<file path="config.mk">
export PLATFORM = sky130hd
export DESIGN_NAME = mem_verify_flat
export DESIGN_NICKNAME = d
export VERILOG_FILES = /design/src/rtl/rc4_mem_pkg.sv /design/src/rtl/mem_verify_if.sv /design/src/rtl/rd_delay_line.sv /design/src/rtl/mem_verify.sv /design/src/flat_wrapper.sv
export SDC_FILE = /design/constraint.sdc
export NUM_CORES = 1
export LEC_CHECK = 0
export ABC_CLOCK_PERIOD_IN_PS = 2500
export BUFFER_PORTS_ARGS = -buffer_cell sky130_fd_sc_hd__buf_2
export CAP_MARGIN = 20
export CORE_AREA = 3 3 87 89
export CTS_CLUSTER_SIZE = 20
export DETAILED_ROUTE_END_ITERATION = 10
export DIE_AREA = 0 0 90 92
export PLACE_DENSITY = 0.5
export SYNTH_ARGS = -nofsm -noshare
export SYNTH_HDL_FRONTEND = slang
export SYNTH_SLANG_ARGS = --single-unit
</file>
<file path="constraint.sdc">
create_clock -name clk -period 2.5 [get_ports clk]
set_input_delay 0.125 -clock clk [delete_from_list [all_inputs] [get_ports clk]]
set_output_delay 0.125 -clock clk [all_outputs]
set_load 0.02 [all_outputs]
</file>
<file path="src/rtl/rc4_mem_pkg.sv">
// Shared definitions for the RC4 S-memory datapath: memory geometry,
// the read-back checker state encoding and the expected-content function.
package rc4_mem_pkg;

   localparam int MEM_ADDR_W = 8;
   localparam int MEM_DATA_W = 8;
   localparam int MEM_DEPTH  = 256;

   typedef enum logic [1:0] {
      MV_IDLE  = 2'd0,
      MV_ISSUE = 2'd1,
      MV_DRAIN = 2'd2,
      MV_DONE  = 2'd3
   } mv_state_e;

   // After initialisation every location holds its own address.
   function automatic logic [MEM_DATA_W-1:0] mem_expected(input logic [MEM_ADDR_W-1:0] addr);
      return addr;
   endfunction

endpackage

</file>
<file path="src/rtl/mem_verify_if.sv">
// Control and RAM-read bundle for the S-memory read-back checker.
interface mem_verify_if;
   import rc4_mem_pkg::*;

   logic                  start;
   logic [MEM_DATA_W-1:0] q;
   logic [MEM_ADDR_W-1:0] address;
   logic                  rd_en;
   logic                  finish;
   logic                  pass;
   logic [MEM_ADDR_W:0]   err_count;
   logic [MEM_ADDR_W-1:0] first_err_addr;

   modport master (
      output start, q,
      input  address, rd_en, finish, pass, err_count, first_err_addr
   );

   modport slave (
      input  start, q,
      output address, rd_en, finish, pass, err_count, first_err_addr
   );

endinterface

</file>
<file path="src/rtl/rd_delay_line.sv">
// LAT-stage shift register aligning issued {valid, address} with the RAM
// read data that returns LAT cycles later.
module rd_delay_line #(
   parameter int LAT = 1,
   parameter int AW  = 8
) (
   input  logic          clk,
   input  logic          rst,
   input  logic          in_valid,
   input  logic [AW-1:0] in_addr,
   output logic          out_valid,
   output logic [AW-1:0] out_addr
);

   logic [LAT-1:0] vld_r;
   logic [AW-1:0]  addr_r [LAT];

   // Shift stage 0 toward stage LAT-1 each cycle.
   always_ff @(posedge clk or negedge rst) begin
      if (!rst) begin
         vld_r <= '0;
         for (int i = 0; i < LAT; i++) begin
            addr_r[i] <= '0;
         end
      end else begin
         vld_r[0]  <= in_valid;
         addr_r[0] <= in_addr;
         for (int i = 1; i < LAT; i++) begin
            vld_r[i]  <= vld_r[i-1];
            addr_r[i] <= addr_r[i-1];
         end
      end
   end

   assign out_valid = vld_r[LAT-1];
   assign out_addr  = addr_r[LAT-1];

endmodule

</file>
<file path="src/rtl/mem_verify.sv">
// Read-back checker for the RC4 S-memory: scans addresses 0..255 and checks
// each returned byte against the identity pattern, reporting count and first error.
module mem_verify
   import rc4_mem_pkg::*;
#(
   parameter int RD_LAT = 1
) (
   input  logic        clk,
   input  logic        rst,
   mem_verify_if.slave bus
);

   localparam logic [1:0] IDLE  = MV_IDLE;
   localparam logic [1:0] ISSUE = MV_ISSUE;
   localparam logic [1:0] DRAIN = MV_DRAIN;
   localparam logic [1:0] DONE  = MV_DONE;

   localparam logic [MEM_ADDR_W-1:0] LAST_ADDR  = MEM_ADDR_W'(MEM_DEPTH - 1);
   localparam logic [1:0]            DRAIN_LAST = 2'(RD_LAT);

   logic [1:0]            state_r;
   logic [1:0]            drain_cnt_r;
   logic [MEM_ADDR_W-1:0] address_r;
   logic                  rd_en_r;
   logic                  finish_r;
   logic                  pass_r;
   logic [MEM_ADDR_W:0]   err_count_r;
   logic [MEM_ADDR_W-1:0] first_err_r;

   logic                  dly_valid_s;
   logic [MEM_ADDR_W-1:0] dly_addr_s;
   logic                  scan_start_s;
   logic                  mismatch_s;

   rd_delay_line #(
      .LAT (RD_LAT),
      .AW  (MEM_ADDR_W)
   ) u_dly (
      .clk       (clk),
      .rst       (rst),
      .in_valid  (rd_en_r),
      .in_addr   (address_r),
      .out_valid (dly_valid_s),
      .out_addr  (dly_addr_s)
   );

   assign scan_start_s = (state_r == IDLE) && bus.start;
   assign mismatch_s   = dly_valid_s && (bus.q != mem_expected(dly_addr_s));

   // Scan sequencer: issue 256 addresses, wait out the last read, then hold DONE.
   always_ff @(posedge clk or negedge rst) begin
      if (!rst) begin
         state_r     <= IDLE;
         drain_cnt_r <= 2'd0;
         address_r   <= '0;
         rd_en_r     <= 1'b0;
         finish_r    <= 1'b0;
         pass_r      <= 1'b0;
      end else begin
         case (state_r)
            IDLE: begin
               if (bus.start) begin
                  state_r   <= ISSUE;
                  address_r <= '0;
                  rd_en_r   <= 1'b1;
                  pass_r    <= 1'b0;
               end
            end
            ISSUE: begin
               // Exit on the last address itself; the counter never wraps.
               if (address_r == LAST_ADDR) begin
                  state_r     <= DRAIN;
                  rd_en_r     <= 1'b0;
                  drain_cnt_r <= 2'd0;
               end else begin
                  address_r <= address_r + 8'd1;
               end
            end
            DRAIN: begin
               if (drain_cnt_r == DRAIN_LAST) begin
                  state_r  <= DONE;
                  finish_r <= 1'b1;
                  pass_r   <= (err_count_r == '0);
               end else begin
                  drain_cnt_r <= drain_cnt_r + 2'd1;
               end
            end
            DONE: begin
               if (!bus.start) begin
                  state_r  <= IDLE;
                  finish_r <= 1'b0;
               end
            end
            default: begin
               state_r  <= IDLE;
               rd_en_r  <= 1'b0;
               finish_r <= 1'b0;
            end
         endcase
      end
   end

   // Result accumulation: cleared when a scan starts, updated only at compare edges.
   always_ff @(posedge clk or negedge rst) begin
      if (!rst) begin
         err_count_r <= '0;
         first_err_r <= '0;
      end else if (scan_start_s) begin
         err_count_r <= '0;
         first_err_r <= '0;
      end else if (mismatch_s) begin
         err_count_r <= err_count_r + 9'd1;
         if (err_count_r == '0) begin
            first_err_r <= dly_addr_s;
         end
      end
   end

   assign bus.address        = address_r;
   assign bus.rd_en          = rd_en_r;
   assign bus.finish         = finish_r;
   assign bus.pass           = pass_r;
   assign bus.err_count      = err_count_r;
   assign bus.first_err_addr = first_err_r;

endmodule

</file>
<file path="src/flat_wrapper.sv">
// flat-port wrapper written by rule: the top's interface ports become plain ports
module mem_verify_flat import rc4_mem_pkg::*;
#(
   parameter int RD_LAT = 1
)
  (clk, rst, bus_start, bus_q, bus_address, bus_rd_en, bus_finish, bus_pass, bus_err_count, bus_first_err_addr);
  mem_verify_if bus_i ();
  input  logic clk;
  input  logic rst;
  input wire logic [$bits(bus_i.start)-1:0] bus_start;
  input wire logic [$bits(bus_i.q)-1:0] bus_q;
  output wire logic [$bits(bus_i.address)-1:0] bus_address;
  output wire logic [$bits(bus_i.rd_en)-1:0] bus_rd_en;
  output wire logic [$bits(bus_i.finish)-1:0] bus_finish;
  output wire logic [$bits(bus_i.pass)-1:0] bus_pass;
  output wire logic [$bits(bus_i.err_count)-1:0] bus_err_count;
  output wire logic [$bits(bus_i.first_err_addr)-1:0] bus_first_err_addr;
  assign bus_i.start = bus_start;
  assign bus_i.q = bus_q;
  assign bus_address = bus_i.address;
  assign bus_rd_en = bus_i.rd_en;
  assign bus_finish = bus_i.finish;
  assign bus_pass = bus_i.pass;
  assign bus_err_count = bus_i.err_count;
  assign bus_first_err_addr = bus_i.first_err_addr;
  mem_verify #(.RD_LAT(RD_LAT)) u_core (.clk(clk), .rst(rst), .bus(bus_i));
endmodule
</file>
==> flow_summary.ini <==
[status]
status = finished with violations
violations = hold timing

[setup_path]
critPathKind = reg -> reg
cp.arrival_ps = 2270
rr_worst_depth = 6
crit_path_end_kind = flop
cp_data_required_time_ps = 2680
crit_fanout = 6
cp-start-kind = flop

[sta]
setup_violations = 0
tightest_slew_ps = 913
setup_tns_ps = 0
slew-limit-headroom_pct = 39.1
drv_slew = 0
hold_viol = 41
period_share_pct = 83.8
fmax_mhz = 477
fin_crit_ps = 2090
rsz0062_at_grt = no
skew_ps = 4.43
hold_ws_ps = -31.9
fin_ws_ps = 406

[placement]
place_area_sq_mm = 0.00236
place_congestion = 0.734
dp_hpwl_mm = 3.14
io_buffers = 38
dp_slack_ps = 435

[cts]
cts_setup_buffers = 0
insertion_delay_ps = 290
tritoncts = done
cts_buffer_depth = 2
cts_sinks = 41
clkSlewWorstSetupHoldPaths_ps = 80
cts-root-buf = clkbuf_8
ctsHoldBuffers = 0
cts_resized = 0
numCtsBuffers = 5
h-tree-depth = 2

[logic_synthesis]
yosys.cell_types.count = 39
netlist_instances = 196
yosysSeqAreaShare_pct = 50.0
yosysWarnings = 0
synth_seq_cells = 41
syn_area_sq_mm = 0.00205
synth.avg_cell_area_sq_um = 10.5
synth_fp_nets = 216

[routing]
via_per_inst = 4.65
drtAntennaViolNets = 0
drt_iter0_markers = 37
post_drt_wl_per_cell_um = 13.1
drc_errors = 0
num_vias = 1561
drtPass1Iterations = 4
wl_mm = 4.40

[floorplanning]
die_y_um = 92
die_area_sq_mm = 0.00828
die-width_um = 90
start_util_pct = 30.0
ios = 39
coreArea_sq_mm = 0.00683
rows = 30

[grt]
antenna_found_initial = 0
overflow = 0
grt_pass1_vias = 1565
track_usage_pct = 11.7
grt_max_degree = 42
grt_pass1_wl_mm = 7.82

[layout]
antennaDiodeCount = 0
final_cell_mix = dfrtp_1 (41), buf_2 (38), nand2_1 (24), nor2_1 (14), mux2i_1 (14)
area_growth_pct = 20.7
final_common_cell = dfrtp_1
finalInstanceArea_sq_mm = 0.00248
nets = 259
drive_above_1_share_pct = 23.3
utilization_pct = 36.3

[run]
maxCapViolations = 0

[power_and_ir_drop]
power.density_mw_per_mm2 = 763
p_leak_nw = 1.15
ir_drop_mv = 0.172

[hold_path]
hp-class = in -> async
-- power breakdown --
| part | leakage [nW] | internal, W | switching [W] |
|---|---|---|---|
| clock network | 0.0574 | 0.000325 | 0.000233 |
| registers | 0.507 | 0.000763 | 0.000114 |
| logic | 0.581 | 0.000176 | 0.000278 |
| total | 1.15 | 0.00126 | 0.000626 |
-- final cells by class --
class / instances / area [sq um]
Clock inverter: 2 / 37.5
Inverter: 6 / 22.5
Multi-Input combinational cell: 144 / 976
Fill cell: 704 / 4350
Tap cell: 96 / 120
Sequential cell: 41 / 1030
Timing Repair Buffer: 41 / 213
Clock buffer: 6 / 82.6
-- synth_stat cells --
cell type,number,area (sq um)
dfrtp_1,41,1030
nand2_1,24,90.1
mux2i_1,14,140
nor2_1,14,52.6
o21ai_0,12,60.1
ha_1,9,113
xor2_1,8,70.1
a21oi_1,6,30.0
inv_1,6,22.5
nand4_1,6,37.5
nand2b_1,5,31.3
nand3_1,5,25.0
a22o_1,4,35.0
or3_1,4,25.0
clkbuf_1,3,11.3
nor3_1,3,15.0
xnor2_1,3,26.3
a21o_1,2,15.0
and3_1,2,12.5
nor2b_1,2,12.5
nor4_1,2,12.5
nor4_2,2,25.0
o311ai_0,2,17.5
o31ai_1,2,15.0
a211oi_1,1,7.51
a211oi_2,1,12.5
a21oi_2,1,8.76
a32o_1,1,10.0
and2_0,1,6.26
and2_1,1,6.26
buf_2,1,5.00
buf_6,1,11.3
mux2_2,1,11.3
nor3b_1,1,7.51
nor4b_2,1,15.0
o21ai_1,1,5.00
o221ai_1,1,8.76
or3b_2,1,8.76
or4_1,1,7.51
-- flip-flops by register name, indices dropped and copies added, names as in the netlist --
register	flops
u_core.u_dly.out_addr	8
u_core.state_r	2
u_core.bus.pass	1
u_core.u_dly.out_valid	1
u_core.bus.finish	1
u_core.bus.rd_en	1
u_core.bus.first_err_addr	8
u_core.bus.address	8
u_core.bus.err_count	9
u_core.drain_cnt_r	2
-- per-layer routing --
metal  track usage [%]  routed length [um]
met1              15.4                2120
met2              19.0                2100
met3              2.79                 124
met4              4.08                  52
met5                 0                   0
-- kinds of logic (layout without fill, tap and decap cells) --
group | after synthesis | in the layout | share of synthesized area, %
XOR/XNOR | 11 | 11 | 4.70
buffers and inverters | 11 | 55 | 2.44
AND/OR/NAND/NOR | 75 | 75 | 19.0
flip-flops | 41 | 41 | 50.0
AO/OA/AOI/OAI | 34 | 34 | 11.0
adder cells (fa/ha/maj) | 9 | 9 | 5.49
multiplexers | 15 | 15 | 7.38
-- path summary, 6_finish.rpt --
path / endpoint / start / slack, ps
max reg2reg: u_core.state_r[1]$_DFFE_PN0P_ / u_core.bus.address[1]$_DFFE_PN0P_ / 410
min: u_core.bus.address[0]$_DFFE_PN0P_ / rst / -30
min in group clk: u_core.bus.rd_en$_DFFE_PN0P_ / bus_start / 230
max in group asynchronous: u_core.bus.err_count[1]$_DFFE_PN0P_ / rst / 1960
min reg2reg: u_core.u_dly.out_valid$_DFF_PN0_ / u_core.bus.rd_en$_DFFE_PN0P_ / 480
max: u_core.state_r[1]$_DFFE_PN0P_ / u_core.bus.address[1]$_DFFE_PN0P_ / 410
-- critical path, stage by stage, from the launching register on --
cell      delay, ps
dfrtp_1         450
ha_1            250
nand3_1         190
nor3_1          280
nor2b_1         150
a211oi_2        300
mux2_2          370
-- through the flow --
step,power [W],hold WS (ps),instances
floorplan,0.00117,-171,196
global placement,0.00135,316,328
detailed placement,0.00135,331,328
CTS,0.00193,8.13,336
global route,0.00203,46.4,336
finish,0.00189,-31.9,336
Power figures use the tool's default switching activity.
